## src/rtl/vga_pixel_fetch.sv

```systemverilog
// vga_pixel_fetch: fetches 1-bpp framebuffer words into a small FIFO and
// serialises them into RGB pixels aligned with the delayed sync outputs.
// Optional feature macro: PIXEL_UNDERRUN_FLAG_EN (sticky underrun flag).
module vga_pixel_fetch #(
  parameter int H_PIXELS   = 800,
  parameter int V_LINES    = 600,
  parameter int FIFO_DEPTH = 4
) (
  input  logic        clk_pixel,
  input  logic        reset_n,
  input  logic        hsync,
  input  logic        vsync,
  input  logic        hblank,
  input  logic        vblank,
  input  logic [2:0]  fg,
  input  logic [2:0]  bg,
  output logic        mem_req,
  output logic [16:0] mem_addr,
  input  logic        mem_ack,
  input  logic [15:0] mem_data,
  output logic [2:0]  rgb,
  output logic        hsync_out,
  output logic        vsync_out,
  output logic        underrun
);

  localparam int PTR_W = (FIFO_DEPTH > 1) ? $clog2(FIFO_DEPTH) : 1;
  localparam int CNT_W = PTR_W + 1;
  localparam logic [CNT_W-1:0] DEPTH_C    = CNT_W'(FIFO_DEPTH);
  localparam logic [CNT_W-1:0] CNT_ZERO_C = CNT_W'(0);
  localparam logic [CNT_W-1:0] CNT_ONE_C  = CNT_W'(1);
  localparam logic [PTR_W-1:0] PTR_ZERO_C = PTR_W'(0);
  localparam logic [PTR_W-1:0] PTR_ONE_C  = PTR_W'(1);
  localparam logic [16:0]      ADDR_MAX_C = 17'(H_PIXELS / 16 * V_LINES - 1);

  typedef enum logic {ST_IDLE = 1'b0, ST_REQ = 1'b1} state_t;

  state_t           state_q, state_d;
  logic [16:0]      addr_q, addr_d;
  logic             discard_q, discard_d;
  logic             vblank_q;
  logic             vb_rise_s, active_s;
  logic             push_s, push_ok_s, pop_s;
  logic [CNT_W-1:0] count_q, count_d;
  logic [PTR_W-1:0] wr_ptr_q, wr_ptr_d, rd_ptr_q, rd_ptr_d;
  logic [15:0]      fifo_mem_q [FIFO_DEPTH];
  logic [3:0]       pix_cnt_q, pix_cnt_d;
  logic [15:0]      shift_q, shift_d;
  logic [2:0]       rgb_q, rgb_d;
  logic             hsync_q, vsync_q;

  assign vb_rise_s = vblank & ~vblank_q;
  assign active_s  = ~hblank & ~vblank;
  // A push never overflows: the FSM only requests while a slot is free.
  assign push_ok_s = push_s & ((count_q != DEPTH_C) | pop_s);

  assign mem_req   = (state_q == ST_REQ);
  assign mem_addr  = addr_q;
  assign rgb       = rgb_q;
  assign hsync_out = hsync_q;
  assign vsync_out = vsync_q;

  // Fetch FSM: request while a FIFO slot is free; a request caught by a
  // frame resync still completes its handshake but its data is dropped.
  always_comb begin
    state_d   = state_q;
    addr_d    = addr_q;
    discard_d = discard_q;
    push_s    = 1'b0;
    case (state_q)
      ST_IDLE: begin
        if (count_q < DEPTH_C) state_d = ST_REQ;
        else                   state_d = ST_IDLE;
        if (vb_rise_s) addr_d = 17'd0;
        else           addr_d = addr_q;
      end
      ST_REQ: begin
        if (mem_ack) begin
          state_d   = ST_IDLE;
          discard_d = 1'b0;
          if (discard_q || vb_rise_s) begin
            addr_d = 17'd0;
          end else begin
            push_s = 1'b1;
            addr_d = (addr_q == ADDR_MAX_C) ? 17'd0 : addr_q + 17'd1;
          end
        end else begin
          state_d = ST_REQ;
          if (vb_rise_s) discard_d = 1'b1;
          else           discard_d = discard_q;
        end
      end
      default: state_d = ST_IDLE;
    endcase
  end

  // FIFO pointer/occupancy update; a vblank rise flushes everything.
  always_comb begin
    count_d  = count_q;
    wr_ptr_d = wr_ptr_q;
    rd_ptr_d = rd_ptr_q;
    if (vb_rise_s) begin
      count_d  = CNT_ZERO_C;
      wr_ptr_d = PTR_ZERO_C;
      rd_ptr_d = PTR_ZERO_C;
    end else begin
      if (push_ok_s) wr_ptr_d = wr_ptr_q + PTR_ONE_C;
      else           wr_ptr_d = wr_ptr_q;
      if (pop_s) rd_ptr_d = rd_ptr_q + PTR_ONE_C;
      else       rd_ptr_d = rd_ptr_q;
      case ({push_ok_s, pop_s})
        2'b10:   count_d = count_q + CNT_ONE_C;
        2'b01:   count_d = count_q - CNT_ONE_C;
        default: count_d = count_q;
      endcase
    end
  end

  // Pixel path: load a word every 16 active pixels, shift MSB-first to rgb.
  always_comb begin
    pop_s     = 1'b0;
    shift_d   = shift_q;
    pix_cnt_d = pix_cnt_q;
    rgb_d     = 3'b000;
    if (hblank)        pix_cnt_d = 4'd0;
    else if (active_s) pix_cnt_d = pix_cnt_q + 4'd1;
    else               pix_cnt_d = pix_cnt_q;
    if (active_s) begin
      if (pix_cnt_q == 4'd0) begin
        if (count_q != CNT_ZERO_C) begin
          pop_s   = 1'b1;
          shift_d = fifo_mem_q[rd_ptr_q];
        end else begin
          shift_d = 16'h0000;
        end
      end else begin
        shift_d = {shift_q[14:0], 1'b0};
      end
      rgb_d = shift_d[15] ? fg : bg;
    end else begin
      shift_d = shift_q;
      rgb_d   = 3'b000;
    end
  end

  // State, FIFO bookkeeping, pixel pipeline and sync delay registers.
  always_ff @(posedge clk_pixel) begin
    if (!reset_n) begin
      state_q   <= ST_IDLE;
      addr_q    <= 17'd0;
      discard_q <= 1'b0;
      vblank_q  <= 1'b0;
      count_q   <= CNT_ZERO_C;
      wr_ptr_q  <= PTR_ZERO_C;
      rd_ptr_q  <= PTR_ZERO_C;
      pix_cnt_q <= 4'd0;
      shift_q   <= 16'h0000;
      rgb_q     <= 3'b000;
      hsync_q   <= 1'b0;
      vsync_q   <= 1'b0;
    end else begin
      state_q   <= state_d;
      addr_q    <= addr_d;
      discard_q <= discard_d;
      vblank_q  <= vblank;
      count_q   <= count_d;
      wr_ptr_q  <= wr_ptr_d;
      rd_ptr_q  <= rd_ptr_d;
      pix_cnt_q <= pix_cnt_d;
      shift_q   <= shift_d;
      rgb_q     <= rgb_d;
      hsync_q   <= hsync;
      vsync_q   <= vsync;
    end
  end

  // FIFO storage write; contents need no reset since pointers define validity.
  always_ff @(posedge clk_pixel) begin
    if (reset_n && push_ok_s) fifo_mem_q[wr_ptr_q] <= mem_data;
  end

`ifdef PIXEL_UNDERRUN_FLAG_EN
  logic starve_s;
  logic underrun_q;
  assign starve_s = active_s & (pix_cnt_q == 4'd0) & (count_q == CNT_ZERO_C);

  // Sticky underrun: set on a starved word load, cleared at frame resync.
  always_ff @(posedge clk_pixel) begin
    if (!reset_n)       underrun_q <= 1'b0;
    else if (starve_s)  underrun_q <= 1'b1;
    else if (vb_rise_s) underrun_q <= 1'b0;
    else                underrun_q <= underrun_q;
  end
  assign underrun = underrun_q;
`else
  assign underrun = 1'b0;
`endif

endmodule

```

## config.mk

```make
export PLATFORM = sky130hd
export DESIGN_NAME = vga_pixel_fetch
export DESIGN_NICKNAME = d
export VERILOG_FILES = /design/src/rtl/vga_pixel_fetch.sv
export SDC_FILE = /design/constraint.sdc
export NUM_CORES = 1
export LEC_CHECK = 0
export ABC_AREA = 1
export BUFFER_PORTS_ARGS = -buffer_cell sky130_fd_sc_hd__buf_2
export CAP_MARGIN = 25
export CORE_UTILIZATION = 49
export CTS_CLUSTER_SIZE = 25
export DETAILED_ROUTE_END_ITERATION = 8
export GPL_TIMING_DRIVEN = 1
export PLACE_DENSITY = 0.68
export SLEW_MARGIN = 20
export SYNTH_ARGS = -nofsm -noshare
export SYNTH_HDL_FRONTEND = slang
export SYNTH_SLANG_ARGS = --single-unit
export TNS_END_PERCENT = 50
```

## constraint.sdc

```tcl
create_clock -name clk_pixel -period 2.9 [get_ports clk_pixel]
set_input_delay 0.58 -clock clk_pixel [delete_from_list [all_inputs] [get_ports clk_pixel]]
set_output_delay 0.58 -clock clk_pixel [all_outputs]
set_load 0.005 [all_outputs]
```

# == Word-level counts from Yosys, hierarchy flattened ==
# Memory sizes are Yosys's and may differ from the RTL's. A register that Yosys moved wholly into a read port is not among the register bits.
# Index checks and enable logic that the tools add are counted.
# op_classes
addsub,6
mul,0
div,0
magnitude_cmp,1
eq_ne,6
shift,0
mux,25
n_bitwise,9
n_reduce_logical,11
# ops
op,n
$mux W17,4
$mux W16,3
$pmux W17 S2,1
$add A17 B1 Y17 const B,1
$eq A17 B15 Y1 const B,1
$mux W1,12
$pmux W3 S2,1
$reduce_and A2 Y1,3
$not A1 Y1,5
$add A2 B1 Y2 const B,2
$add A4 B1 Y4 const B,1
$logic_not A4 Y1,1
$mux W2,2
$ne A2 B2 Y1 const B,2
$reduce_bool A2 Y1,2
$reduce_or A2 Y1,2
$add A3 B1 Y3 const B,1
$and A1 B1 Y1,3
$lt A3 B3 Y1 const B,1
$mux W3,1
$ne A3 B3 Y1 const B,1
$reduce_bool A3 Y1,1
$sub A3 B1 Y3 const B,1
$eq A2 B1 Y1 const B,1
5 further kinds,5
# word_totals
regBits,51
latchBits,0
ram_bits,64
mem_bits_ro,0
input_bits,29
out_inout_bits,24
elab_cells,71
n_memories,1
# mem_list
name,words,word_bits,rd,rd_clocked_by_memory_dff,wr,line,rtl
fifo_mem_q,4,16,1,1,1,46,logic [15:0] fifo_mem_q [FIFO_DEPTH];

# == Depth between registers and ports, before layout ==
# depth
depth_word,10
depth_mapped,13
mapped_depth_nobuf,13

# == Worst setup path after synthesis ==
# Ideal clock, no wire load.
# synth_timing
kind,input to register
start,input vblank
end,"memory fifo_mem_q[0][0], enable pin"
arrival_time_ns,1.903
t_required_ns,2.511
setup_slack_ns,0.609
path_stages,7
cell_sequence,nor2_4 -> nand3_2 -> nand3_1 -> nand2_1 -> inv_1 -> nand2_1 -> nor2_1
# synth_via
elab_chain_len,9
elab_cells_between_ends,13
cone_classes,mux (6); bitwise (5); reduce/logical (2)
# synth_rtl
element,line,rtl
"start, declared",14,"input logic vblank,"
$and A1 B1 Y1,52,assign vb_rise_s = vblank & ~vblank_q;
$logic_or A1 B1 Y1,81,if (discard_q || vb_rise_s) begin
$mux W1,81,
$mux W1,78,if (mem_ack) begin
$mux W1,70,case (state_q)
$and A1 B1 Y1 *,55,assign push_ok_s = push_s & ((count_q != DEPTH_C) | pop_s);
$logic_and A1 B1 Y1 *,179,if (reset_n && push_ok_s) fifo_mem_q[wr_ptr_q] <= mem_data;
$mux W1 *,179,
$mux W1 (implied by the code) *,179,
"end, declared",46,
# Mark *: on every way between the ends. The rest lies on a longest branch, timed or not.

# == Worst setup path in the final report ==
# layout_timing
start,register pix_cnt_q[0]
end,register count_q[2]
# layout_via
elab_chain_len,7
elab_cells_between_ends,9
cone_classes,eq/ne (2); mux (3); bitwise (2); reduce/logical (2)
# layout_rtl
element,line,rtl
"start, declared",47,"logic [3:0] pix_cnt_q, pix_cnt_d;"
"start signal, assigned",169,pix_cnt_q <= pix_cnt_d;
$logic_not A4 Y1 *,129,if (pix_cnt_q == 4'd0) begin
$mux W1 *,129,
$mux W1 *,128,if (active_s) begin
$or A1 B1 Y1,55,
$and A1 B1 Y1,55,
$eq A2 B1 Y1 / $eq A2 B2 Y1 (equally long branches),111,"case ({push_ok_s, pop_s})"
$pmux W3 S2 / $reduce_bool A2 Y1 (equally long branches),-,
"end signal, assigned",166,count_q <= count_d;
"end, declared",44,"logic [CNT_W-1:0] count_q, count_d;"
# Marked as above.
# A chain may end at the register's enable or synchronous reset.

==> insert_results.sql <==
INSERT INTO impl_metrics (metric_group, metric, value, unit) VALUES
('status', 'outcome', 'finished clean', ''),
('power_and_ir_drop', 'report.power.total', '4.00', 'mW'),
('worst_hold_path', 'worstHoldPathType', 'input pin to register', ''),
('setup_path', 'ff2ff_setup_slack', '0.68', 'ns'),
('worst_hold_path', 'whs_endpoint', 'hsync_out$_SDFF_PN0_', ''),
('place', 'placed_cells_incl_taps', '701', ''),
('routing', 'detail_route.drc_violations', '0', ''),
('routing', 'detail_route.iter0.violations', '200', ''),
('timing', 'layout_worst_path_cycle_share', '76.6', '%'),
('floorplanning', 'core_area', '9770', 'µm²'),
('setup_path', 'critPathKind', 'register to register', ''),
('synthesis', 'synth-compound-area-share', '13.0', '%'),
('routing', 'post_drt_via_cell_ratio', '5.23', ''),
('routing', 'routed_wl', '10300', 'µm'),
('setup_path', 'worst_r2r_dst', 'count_q[2]$_SDFFE_PP0P_', ''),
('timing', 'finalCriticalPeriod', '2.22', 'ns'),
('floorplanning', 'initial_core_util', '50.5', '%'),
('clock_tree', 'cts.reportedPaths.clkPinSlew', '0.06', 'ns'),
('layout', 'final_net_count', '624', ''),
('setup_path', 'arrival', '2.63', 'ns'),
('layout', 'final_cells', '732', ''),
('synthesis', 'share_of_the_synthesized_netlist_area_taken_by_xor_and_xnor_gates', '0.887', '%'),
('timing', 'finalMaxSlewViolations', '0', ''),
('place', 'placement.io_buffers', '51', ''),
('floorplanning', 'die_area', '10500', 'µm²'),
('power_and_ir_drop', 'irDropWorstVdd', '0.000579', 'V'),
('timing', 'worst_slew_margin_rel', '64.3', '%'),
('place', 'placedInstanceArea', '5340', 'µm²'),
('routing', 'vias', '3829', ''),
('timing', 'slew_at_the_pin_closest_to_its_max_slew_limit', '0.535', 'ns'),
('clock_tree', 'source_to_sink_clock_delay_at_the_later_pin_of_the_worst_skew_pair', '0.52', 'ns'),
('global_route', 'number_of_global_route_vias_before_repair', '3458', ''),
('timing', 'finalHoldWorstSlack', '0.239', 'ns'),
('clock_tree', 'cts_made_buffers', '17', ''),
('synthesis', 'yosysWarnings', '0', ''),
('place', 'place.detailed.hpwl', '6720', 'µm'),
('timing', 'setup_repair_after_global_routing_missed_its_margin', 'no', ''),
('setup_path', 'cp-start-kind', 'register', ''),
('synthesis', 'syn_inst', '526', ''),
('clock_tree', 'ctsRootBufferMaster', 'sky130_fd_sc_hd__clkbuf_8', ''),
('timing', 'final.setup_skew', '0.0118', 'ns'),
('setup_path', 'worst-path-max-fanout', '18', ''),
('layout', 'final_layout_size_suffix_gt1_share', '17.9', '%'),
('routing', 'drt_pre_antenna_iters', '5', ''),
('place', 'globalplace.congestion', '0.828', ''),
('layout', 'post-route-cell-area', '5940', 'µm²'),
('floorplanning', 'rows', '36', ''),
('synthesis', 'syn_area', '4940', 'µm²'),
('timing', 'timing.final.setup_violations', '0', ''),
('synthesis', 'yosys.cell_types.count', '30', ''),
('routing', 'wl_per_cell', '14.0', 'µm'),
('setup_path', 'endpoint_kind', 'register', ''),
('synthesis', 'seq_area_frac_synth', '60.4', '%'),
('global_route', 'antenna_found_initial', '0', ''),
('global_route', 'grt_max_degree', '33', ''),
('clock_tree', 'cts_tree', 'yes', ''),
('clock_tree', 'number_of_setup_buffers_added_after_cts', '0', ''),
('layout', 'insertedDiodeCount', '0', ''),
('layout', 'area.growth.synth_to_final', '20.2', '%'),
('setup_path', 'ff2ff_path_depth', '12', ''),
('floorplanning', 'pin_count', '53', ''),
('worst_hold_path', 'hold_path.startpoint', 'hsync', ''),
('clock_tree', 'cts.sink_count', '117', ''),
('place', 'preCtsSetupSlack', '0.643', 'ns'),
('routing', 'antenna_violating_nets_post_route', '0', ''),
('timing', 'clock.fmax', '450', 'MHz'),
('setup_path', 'worstReg2RegStart', 'pix_cnt_q[0]$_SDFFE_PP0P_', ''),
('synthesis', 'synthMuxAreaShare', '0', '%'),
('run', 'maxCapViolCount', '0', ''),
('power_and_ir_drop', 'cellLeakagePower', '2.25', 'nW'),
('worst_hold_path', 'whs_path_cells', '3', '');
==> synth_stat cells, drive strengths merged <==
library cell / count / area [µm²]
a21boi: 1 / 7.51
a21oi: 37 / 185
a31oi: 11 / 68.8
buf: 4 / 31.3
clkbuf: 14 / 52.6
clkinv: 1 / 3.75
conb: 1 / 3.75
dfxtp: 53 / 1060
edfxtp: 64 / 1920
fa: 1 / 20.0
ha: 7 / 87.6
inv: 44 / 165
nand2: 106 / 403
nand3: 29 / 165
nand4: 6 / 37.5
nor2: 69 / 277
nor3: 1 / 16.3
o21ai: 53 / 265
o21bai: 3 / 22.5
o22ai: 15 / 93.8
or2: 1 / 6.26
xnor2: 3 / 26.3
xor2: 2 / 17.5
==> per-layer routing <==
layer | up-vias | track usage (%) | routed length (µm)
met3 | 18 | 6.09 | 596
li1 | 1923 | - | -
met5 | - | 0 | 0
met4 | 0 | 11.3 | 195
met1 | 1762 | 26.6 | 4690
met2 | 126 | 34.5 | 4800
==> cells in the final DEF, fill, tap and decap left out, drive strengths merged <==
cell	instances
or2	1
o21ai	53
buf	60
bufinv	3
nand2	106
fa	1
nand4	6
clkinvlp	1
nand3	29
dfxtp	53
xnor2	3
a21oi	37
xor2	2
inv	47
edfxtp	64
a21boi	1
o21bai	3
clkbuf	17
nor3	1
ha	7
clkinv	8
o22ai	15
a31oi	11
conb	1
nor2	69
==> sequential cells by signal, summed over array words and instances, names as in the netlist, 2 cells and up, named ones only <==
register,count
count_q,3
wr_ptr_q,2
pix_cnt_q,4
fifo_mem_q,64
rd_ptr_q,2
shift_q,15
mem_addr,17
rgb,3
==> how the worst max path moves through the flow <==
stage	endpoint	cells past startpoint	slack, ns	from
floorplan	fifo_mem_q[0][0]$_DFFE_PP_	7	0.61	vblank
global placement	count_q[2]$_SDFFE_PP0P_	10	0.69	vblank
detailed placement	count_q[2]$_SDFFE_PP0P_	10	0.64	vblank
CTS	count_q[2]$_SDFFE_PP0P_	12	0.67	pix_cnt_q[0]$_SDFFE_PP0P_
global route	count_q[2]$_SDFFE_PP0P_	12	0.46	pix_cnt_q[0]$_SDFFE_PP0P_
finish	count_q[2]$_SDFFE_PP0P_	12	0.68	pix_cnt_q[0]$_SDFFE_PP0P_
==> power by group <==
group,total [mW],leakage [nW],switching (mW),internal (mW)
Combinational,0.155,0.951,0.106,0.0491
Clock,2.06,0.289,0.752,1.31
Sequential,1.78,1.01,0.0111,1.77
Total,4.00,2.25,0.868,3.13
==> final cells by class <==
type                       instances  area (µm²)
fill                             813        3840
clock inverter                    14         178
multi-input combinational        346        1700
sequential                       117        2980
clock buffer                      17         414
inverter                          45         169
timing repair buffer              60         323
tap                              133         166
==> worst max-delay path, stage by stage (launching register included) <==
cell and delay [ns]:
sky130_fd_sc_hd__dfxtp_1 0.34, sky130_fd_sc_hd__inv_1 0.07, sky130_fd_sc_hd__ha_1 0.14, sky130_fd_sc_hd__nand2_1 0.05, sky130_fd_sc_hd__nor2_1 0.18, sky130_fd_sc_hd__nand3_2 0.14, sky130_fd_sc_hd__inv_2 0.25, sky130_fd_sc_hd__nand2_1 0.14
sky130_fd_sc_hd__fa_1 0.40, sky130_fd_sc_hd__inv_1 0.07, sky130_fd_sc_hd__nand4_1 0.11, sky130_fd_sc_hd__a21oi_1 0.16, sky130_fd_sc_hd__nor2_1 0.06
==> cell families (layout without fill, tap and decap cells) <==
group           count (synthesis)  in the layout
fa+ha+maj                       8              8
buf+inv                        63            136
flops                         117            117
compound gates                120            120
simple gates                  212            212
xor+xnor                        5              5
other cells                     1              1
Note: power is estimated with default switching activity, not from simulation.
